==> config.mk <==
export PLATFORM = sky130hd
export DESIGN_NAME = otter_pc_fetch
export DESIGN_NICKNAME = d
export VERILOG_FILES = /design/src/rtl/otter_pc_fetch.sv
export SDC_FILE = /design/constraint.sdc
export NUM_CORES = 1
export LEC_CHECK = 0
export CAP_MARGIN = 20
export CELL_PAD_IN_SITES_DETAIL_PLACEMENT = 0
export CELL_PAD_IN_SITES_GLOBAL_PLACEMENT = 1
export CORE_AREA = 2 2 141 143
export DETAILED_ROUTE_END_ITERATION = 7
export DIE_AREA = 0 0 143 145
export DONT_BUFFER_PORTS = 1
export GPL_TIMING_DRIVEN = 0
export MAX_ROUTING_LAYER = met4
export PLACE_DENSITY = 0.64
export SYNTH_ARGS = -nofsm -noshare
export SYNTH_HDL_FRONTEND = slang
export SYNTH_SLANG_ARGS = --single-unit
==> constraint.sdc <==
create_clock -name clk -period 2.1 [get_ports clk]
set_input_delay 0.21 -clock clk [delete_from_list [all_inputs] [get_ports clk]]
set_output_delay 0.21 -clock clk [all_outputs]
set_load 0.02 [all_outputs]
==> src/rtl/otter_pc_fetch.sv <==
// Otter program counter and instruction-fetch sequencer (FETCH -> WAIT -> HOLD).
// Define OTTER_PC_MISALIGN_TRAP_EN to trap misaligned taken targets to mtvec instead of masking them.
module otter_pc_fetch #(
    parameter logic [31:0] RESET_VEC = 32'h0000_0000
) (
    input  logic        clk,
    input  logic        rst_n,
    input  logic [2:0]  pc_sel,
    input  logic [31:0] jal_addr,
    input  logic [31:0] branch_addr,
    input  logic [31:0] jalr_addr,
    input  logic [31:0] mtvec,
    input  logic [31:0] mepc,
    output logic [31:0] pc,
    output logic [31:0] pc_plus4,
    output logic        imem_req,
    output logic [31:0] imem_addr,
    input  logic        imem_gnt,
    input  logic        imem_rvalid,
    input  logic [31:0] imem_rdata,
    output logic [31:0] ir,
    output logic        ir_valid,
    input  logic        ir_ready,
    output logic        misalign_trap,
    output logic [31:0] misalign_addr
);

    localparam int unsigned XLEN = 32;
    localparam logic [XLEN-1:0] WORD_MASK = ~XLEN'(3);

    typedef enum logic [1:0] {
        FETCH = 2'd0,
        WAIT  = 2'd1,
        HOLD  = 2'd2
    } state_t;

    state_t          state, state_nx;
    logic [XLEN-1:0] pc_nx, ir_nx;
    logic            ir_valid_nx;
    logic [XLEN-1:0] target_c, next_pc_c;
    logic            taken_c, trap_c;

    assign pc_plus4  = pc + XLEN'(4);
    assign imem_req  = (state == FETCH);
    assign imem_addr = pc;

    // Next-PC source select; trap vectors are always word-aligned.
    always_comb begin
        target_c = pc_plus4;
        taken_c  = 1'b0;
        case (pc_sel)
            3'd1:    begin target_c = jalr_addr;   taken_c = 1'b1; end
            3'd2:    begin target_c = branch_addr; taken_c = 1'b1; end
            3'd3:    begin target_c = jal_addr;    taken_c = 1'b1; end
            3'd4:    target_c = mtvec & WORD_MASK;
            3'd5:    target_c = mepc & WORD_MASK;
            default: target_c = pc_plus4;
        endcase
    end

`ifdef OTTER_PC_MISALIGN_TRAP_EN
    assign trap_c    = taken_c && (target_c[1:0] != 2'b00);
    assign next_pc_c = trap_c ? (mtvec & WORD_MASK) : target_c;
`else
    assign trap_c    = 1'b0;
    assign next_pc_c = target_c & WORD_MASK;
`endif

    // Next-state and datapath update.
    always_comb begin
        state_nx    = state;
        pc_nx       = pc;
        ir_nx       = ir;
        ir_valid_nx = ir_valid;
        case (state)
            FETCH: begin
                if (imem_gnt) state_nx = WAIT;
            end
            WAIT: begin
                if (imem_rvalid) begin
                    ir_nx       = imem_rdata;
                    ir_valid_nx = 1'b1;
                    state_nx    = HOLD;
                end
            end
            HOLD: begin
                if (ir_ready) begin
                    pc_nx       = next_pc_c;
                    ir_valid_nx = 1'b0;
                    state_nx    = FETCH;
                end
            end
            default: state_nx = FETCH;
        endcase
    end

    always_ff @(posedge clk or negedge rst_n) begin
        if (!rst_n) begin
            state    <= FETCH;
            pc       <= RESET_VEC;
            ir       <= '0;
            ir_valid <= 1'b0;
        end else begin
            state    <= state_nx;
            pc       <= pc_nx;
            ir       <= ir_nx;
            ir_valid <= ir_valid_nx;
        end
    end

`ifdef OTTER_PC_MISALIGN_TRAP_EN
    logic consume_c;
    assign consume_c = (state == HOLD) && ir_ready;

    // Trap pulse lasts one cycle; the offending address is held until the next trap.
    always_ff @(posedge clk or negedge rst_n) begin
        if (!rst_n) begin
            misalign_trap <= 1'b0;
            misalign_addr <= '0;
        end else begin
            misalign_trap <= consume_c && trap_c;
            if (consume_c && trap_c) misalign_addr <= target_c;
        end
    end
`else
    assign misalign_trap = 1'b0;
    assign misalign_addr = '0;
`endif

endmodule
### After elaboration in Yosys (flattened, before gate mapping)

Cells that the tools add are included.

* add/sub/neg operators: 1
* eq/ne operators: 10
* mux-type cells: 8
* reductions and logical operators: 6

Operators with widths (count)
* one-hot mux 32 bit (5 select lines): 1
* adder 32 x 3 -> 32 bit, second input constant: 1
* == test 3 x 2 -> 1 bit, second input constant: 2
* == test 3 bit, second input constant: 2
* two-way mux 2 bit: 3
* one-hot mux 2 bit (3 select lines): 1
* AND reduction 3 bit: 2
* inequality test 2 bit, second input constant: 2
* AND reduction 2 bit: 2
* == test 3 x 1 -> 1 bit, second input constant: 1
* == test 2 x 1 -> 1 bit, second input constant: 1
* == test 2 bit, second input constant: 1
* zero test 2 bit: 1
* two-way mux 1 bit: 2
* inequality test 2 x 1 -> 1 bit, second input constant: 1
* one-hot mux 1 bit (2 select lines): 1
* nonzero test 2 bit: 1

* register bits after elaboration: 65
* input bits: 200

### Longest topological paths before layout

Gate-level depths: netlist of run 1.

* depth in word-level cells: 3
* depth in mapped cells: 9

### Worst setup path after synthesis of run 1

No wires, ideal clock.

* path type: flip-flop to output port
* start point: register pc[2] (netlist: imem_addr[2])
* end point: output port pc_plus4[30]
* arrival: 2.038 ns
* setup slack: -0.148 ns
* stages on the path, launching flop included: 6
* buffers on the path: 0
* cells stage by stage: dfrtp_1 > ha_1 > nand3_2 > nor4_4 > and4_1 > xor2_1

* word-level cells in the longest chain between the ends: 1

RTL lines
* from (decl): RTL line 14 `output logic [31:0] pc,`
* from (signal assigned): RTL line 105 `pc <= pc_nx;`
* adder 32 x 3 -> 32 bit: RTL line 43 `assign pc_plus4 = pc + XLEN'(4);`
* to (decl): RTL line 15 `output logic [31:0] pc_plus4,`

Every way passes these cells.

### Worst setup path after layout of run 1

* start point: register pc[10] (netlist: imem_addr[10])
* end point: output port pc_plus4[27]

Same word-level chain as after synthesis.

==> run metrics, run 1 <==
reg2reg start=imem_addr[10]$_DFFE_PN0P_; core area=0.01921 mm2; maximum fanout along the worst path=3; DRT Pass-1 Iters=5; initial DRC count=322; Final Cycle Share=1.158; Yosys cell types=59; synth-to-layout area growth=35.49%; CP required=1.89 ns; post-place instance area=0.005837 mm2; flops & latches, synth=65; hold crit path type=in -> reg; YS warnings=0; clk_lat worst skew=0.33 ns; fin area=0.007222 mm2; Slew @ Worst Pin=0.8731 ns; die area=0.02074 mm2; commonest non-fill, non-tap cell in the layout=buf_4; most frequent cells in the layout=buf_4, a21oi_1, conb_1, dfrtp_1, mux2_2; largest area contributor in the netlist=dfrtp_1; CTS tree=done; synth top area cells=dfrtp_1, buf_4, mux2_2; Max-slew headroom=0.4105; GR Overflow Total=0; Reg2Reg Setup Slack=-0.16 ns; worst hold margin=0.02988 ns; vias in the first global route=5,284; final WL=24,670 um; CP arrival=2.22 ns; largest net degree at the start of global routing=66; Fmax=411.1 MHz; first-pass GRT wire length=35,470 um; Worst Hold Path Cells=1; Longest Clk Path Bufs=2; multiplexer area fraction after synthesis=0.1251; ANT nets after route=0; Die Y=145 um; xor-xnor portion of the synthesized cell area=0.04601; initial antenna violation count=0; RSZ-0062 raised after global routing=yes; Post-synth top flop=dfrtp_1; worst-case reg-to-reg path depth=12; Final HPWL DP=19,200 um; I/O Pins=363; total of max-cap violations=0; Initial Util=0.2775; PortBufs=0; EDFF count, synth=0; share of Yosys cell area claimed by the top area cell type=0.3052; gr usage total=0.2363; clock-pin slew on the worst setup and hold paths=0.06 ns; clk sinks=65; fillers=1,942; clock skew=0.007767 ns; syn avg cell area=8.695 um2; hold path startpoint=imem_rdata[30]; fraction of layout cells with a size suffix above 1=0.4146; final number of setup-violating endpoints=25; gp weighted congestion=0.8891; failing checks=negative setup slack; Final Hold Fails=0; largest family of logic cells by synthesized area=compound AO/OA/AOI/OAI gates; H-tree levels=3; Synth Area in Simple Gates=0.1549; Antenna Cells=0; Leakage=0.003123 uW; Worst Hold End=ir[30]$_DFFE_PN0P_; Final min period=2.432 ns; Rows=51; DR WL/cell=25.20 um; reg2reg end=imem_addr[30]$_DFFE_PN0P_; routed vias=5,340; post-synthesis sequential area ratio=0.3052; pre-CTS setup slack=-0.5121 ns; post-synthesis adder-cell area fraction=0.002347; Compound-Gate Fraction of Synth Area=0.2228; PwrDens=1305 mW/mm2; final slew viol count=0; Setup CP Type=reg -> out; Root Buffer=clkbuf_16; Die X=143 um; Inserted Clock Buffers=9; Post-Syn Area=0.005330 mm2; CP Launch Type=flip-flop; worst vdd ir=0.0005925 V; Crit. End Element=output port; Cells after Synth=613; fin worst setup slack=-0.3323 ns; DR DRC count=0; NumNets Final=910; vias per std cell=5.455; outcome=finished, violations left; Post-synth ARST share=1.000
## power breakdown
group | internal (uW) | switching [uW]
Combinational | 1850 | 2300
Clock | 931 | 596
Sequential | 1910 | 1840
## metal layers
layer	vias to the layer above	share of wire	GRT usage
li1	2326	-	-
met1	2705	0.42	0.3117
met2	275	0.49	0.3746
met3	34	0.068	0.04323
met4	0	0.023	0.05891
met5	-	0	-
## timing repair
action                                  in CTS  in global routing
endpoints found under the setup margin      49                 41
hold endpoints to repair                    66                  0
buffers inserted                            34                 15
hold buffers                                 3                  0
pin swaps                                   27                 27
gates cloned                                 0                  0
gates resized for setup                    126                 33
## Yosys cell counts (all sizes together) (9+ instances only)
library cell and number:
buf 97, o22ai 9, nand2b 9, nand4 12, dfrtp 65, mux2i 25, nor2 36, a21oi 43
and4 9, xor2 11, nand3 20, clkbuf 21, nand2 42, o21ai 26, mux2 37, o21a 10
xnor2 17
## registers in the layout (all words and copies together) (netlist names)
| register | count |
|---|---|
| ir | 32 |
| state | 2 |
| ir_valid | 1 |
| imem_addr | 30 |
## worst max-delay path: stages (launching register included)
cell,delay (ns)
dfrtp_2,0.45
buf_6,0.12
and4_4,0.23
nand4_4,0.14
buf_6,0.17
or4_4,0.52
xnor2_4,0.24
## per-stage QoR
step / util / std cells / total power, uW / TNS, ns
2_1_floorplan: - / 651 / 6113 / 0
3_3_place_gp: 0.3039 / 916 / 6920 / -8.824
3_5_place_dp: 0.3039 / 916 / 6988 / -9.005
4_1_cts: 0.3630 / 967 / 9259 / -4.633
5_1_grt: 0.3760 / 979 / 9902 / -7.091
6_report: 0.3760 / 979 / 9424 / -4.579
## logic make-up (layout without fill, tap and decap cells)
kind of cell / count (synthesis) / count (layout)
simple gates: 158 / 158
compound gates: 173 / 173
mux: 62 / 62
fa+ha+maj: 1 / 1
buf+inv: 125 / 188
other cells: 1 / 39
flops: 65 / 65
xor+xnor: 28 / 28
## how the worst max path moves through the flow
stage | from | to | slack [ns] | depth (start not counted)
after floorplan | imem_addr[10]$_DFFE_PN0P_ | pc_plus4[31] | 0.01 | 5
after global placement | imem_addr[6]$_DFFE_PN0P_ | pc_plus4[23] | -0.53 | 6
after detailed placement | imem_addr[6]$_DFFE_PN0P_ | pc_plus4[23] | -0.51 | 6
after CTS | imem_addr[10]$_DFFE_PN0P_ | pc_plus4[24] | -0.42 | 9
after global routing | imem_addr[12]$_DFFE_PN0P_ | pc_plus4[27] | -0.43 | 5
final | imem_addr[10]$_DFFE_PN0P_ | pc_plus4[27] | -0.33 | 6
## final cells by class
type	count	area, um2	area share
plain buffers	117	770.7	0.1067
repair buffers	48	425.4	0.05891
clock buffers	9	225.2	0.03119
inverters	7	26.28	0.003638
multi-input cells	461	3706	0.5132
well taps	265	331.6	0.04591
clock inverters	7	77.57	0.01074
flip-flops and latches	65	1659	0.2297
Power figures use the tool's default switching activity.
==> inputs of run 2 (changes only) <==
- CTS_CLUSTER_DIAMETER: unset -> 60
==> results of run 2 <==
Final layout, timing and power as in run 1 (identical DEF).
==> inputs of run 3 (changes only) <==
- HOLD_SLACK_MARGIN: unset -> 0.02
- SLEW_MARGIN: unset -> 20
==> run metrics, run 3 (synthesis gave the netlist of run 1 again) <==
outcome=finished, violations left; failing checks=negative setup slack; reg2reg start=imem_addr[13]$_DFFE_PN0P_; final number of setup-violating endpoints=25 (unchanged); synth-to-layout area growth=36.62%; fillers=1,936 (-0.31%); non-filler cells, final=985 (+0.61%); Setup TNS Final=-4.688 ns (-0.1092 ns); hold crit path type=in -> reg; Worst Hold Path Cells=1 (unchanged); grt met3 use=0.04323 (unchanged); fraction of layout cells with a size suffix above 1=0.4111 (-0.003455); DR DRC count=0 (unchanged); Inserted Clock Buffers=9 (unchanged); final WL=24,720 um (+0.20%); Setup CP Type=reg -> out; Reg2Reg Setup Slack=-0.17 ns (about the same); final slew viol count=0 (unchanged); initial DRC count=326 (+1.2%); die area=0.02074 mm2 (unchanged); cell count after placement=916 (unchanged); commonest non-fill, non-tap cell in the layout=buf_4; Longest Clk Path Bufs=2 (unchanged); clk sinks=65 (unchanged); maximum fanout along the worst path=6 (+3); PwrDens=1296 mW/mm2 (-0.67%); worst vdd ir=0.0005926 V (about the same); Die Y=145 um (unchanged); Rows=51 (unchanged); total of max-cap violations=0 (unchanged); Crit. End Element=output port; Slew @ Worst Pin=0.8727 ns (-0.0004156 ns); clock skew=0.006913 ns (-0.0008539 ns); Final Hold Fails=0 (unchanged); I/O Pins=363 (unchanged); CTS tree=done; Reg area=0.001659 mm2 (unchanged); H-tree levels=3 (unchanged); ANT nets after route=0 (unchanged); Die X=143 um (unchanged); worst-case reg-to-reg path depth=11 (-1); gp weighted congestion=0.8891 (unchanged); Post-Route Utilization=0.3791 (+0.003126); Antenna Cells=0 (unchanged); gr usage total=0.2366 (about the same); hold path startpoint=imem_rdata[20]; largest net degree at the start of global routing=66 (unchanged); Leakage=0.003149 uW (+0.80%); core area=0.01921 mm2 (unchanged); initial antenna violation count=0 (unchanged); DRT Pass-1 Iters=5 (unchanged); PortBufs=0 (unchanged); first-pass GRT wire length=35,510 um (+0.12%); overall power=9439 uW (+0.16%); met2 track demand over resource=0.3756 (+0.0009569); clk_lat worst skew=0.33 ns (about the same); CP Launch Type=flip-flop; largest register by flop count=ir; routed vias=5,357 (+0.32%); most frequent cells in the layout=buf_4, a21oi_1, conb_1, dfrtp_1, mux2_2; Initial Util=0.2775 (unchanged); RSZ-0062 raised after global routing=yes; fin worst setup slack=-0.3350 ns (-0.002764 ns); global routing's busiest layer=met2; Final HPWL DP=19,200 um (unchanged); Fmax=410.7 MHz (-0.11%); area of the multi-input gates=0.003706 mm2 (unchanged); Max-slew headroom=0.4108 (about the same); M1 GR Usage=0.3115 (about the same); Root Buffer=clkbuf_16; CP required=1.89 ns (about the same); DR WL/cell=25.10 um (-0.41%); Final Cycle Share=1.160 (+0.001316); reg2reg end=imem_addr[30]$_DFFE_PN0P_; vias per std cell=5.439 (-0.29%); NumNets Final=916 (+0.66%); vias in the first global route=5,302 (+0.34%); clock-pin slew on the worst setup and hold paths=0.06 ns (about the same); Worst Hold End=ir[20]$_DFFE_PN0P_; Final min period=2.435 ns (+0.002764 ns); GR Overflow Total=0 (unchanged); CP arrival=2.23 ns (about the same); Largest register FFs=32 (unchanged)
run 3: changes by cell type in the layout (fill, tap and decap cells not counted), sizes merged:
cell         before  now
dlygate4sd3       2    8
run 3: cell type report:
type | count | area share
clock buffers | 9 | 0.03093
well taps | 265 | 0.04553
plain buffers | 117 | 0.1058
repair buffers | 54 | 0.06667
flip-flops and latches | 65 | 0.2278
inverters | 7 | 0.003608
clock inverters | 7 | 0.01065
multi-input cells | 461 | 0.5089
run 3: stage by stage:
| stage | instance area [um2] | setup WS (ns) | hold WS [ns] |
|---|---|---|---|
| finish | 7282 | -0.3350 | 0.03233 |
| floorplan | 5505 | 0.01497 | -0.08559 |
| global placement | 5837 | -0.5265 | -0.08408 |
| detailed placement | 5837 | -0.5121 | -0.08445 |
| global route | 7282 | -0.4337 | 0.02027 |
| CTS | 7002 | -0.4157 | 0.02088 |
run 3: worst max-delay path: stages, from the launching register on:
cell and delay, ns:
dfrtp_2 0.52, and4_4 0.29, nand4_4 0.14, buf_6 0.17, or4_4 0.53, xnor2_4 0.24
run 3: what timing repair did:
action	CTS	global route
hold buffers	6	3
cloned	0	0
setup endpoints to repair	49	41
buffers inserted	34	15
pin swaps	27	27
resized for setup	126	33
endpoints found under the hold margin	69	3
run 3: where the power goes:
group	leakage (uW)	total, uW	switching [uW]	internal, uW
Clock	0.000147	1530	602	931
Combinational	0.00227	4160	2300	1860
Sequential	0.000732	3750	1840	1910
run 3: routing by layer:
metal / wire, um / up-vias / share of wire
li1: - / 2341 / -
met1: 10400 / 2713 / 0.42
met2: 12110 / 271 / 0.49
met3: 1672 / 32 / 0.068
met4: 533 / 0 / 0.022
met5: 0 / - / 0
run 3: worst max path at each step:
stage,start,end,slack (ns),cells past startpoint
after floorplan,imem_addr[10]$_DFFE_PN0P_,pc_plus4[31],0.01,5
after global placement,imem_addr[6]$_DFFE_PN0P_,pc_plus4[23],-0.53,6
after detailed placement,imem_addr[6]$_DFFE_PN0P_,pc_plus4[23],-0.51,6
after CTS,imem_addr[10]$_DFFE_PN0P_,pc_plus4[24],-0.42,9
after global routing,imem_addr[12]$_DFFE_PN0P_,pc_plus4[27],-0.43,5
final,imem_addr[13]$_DFFE_PN0P_,pc_plus4[27],-0.34,5
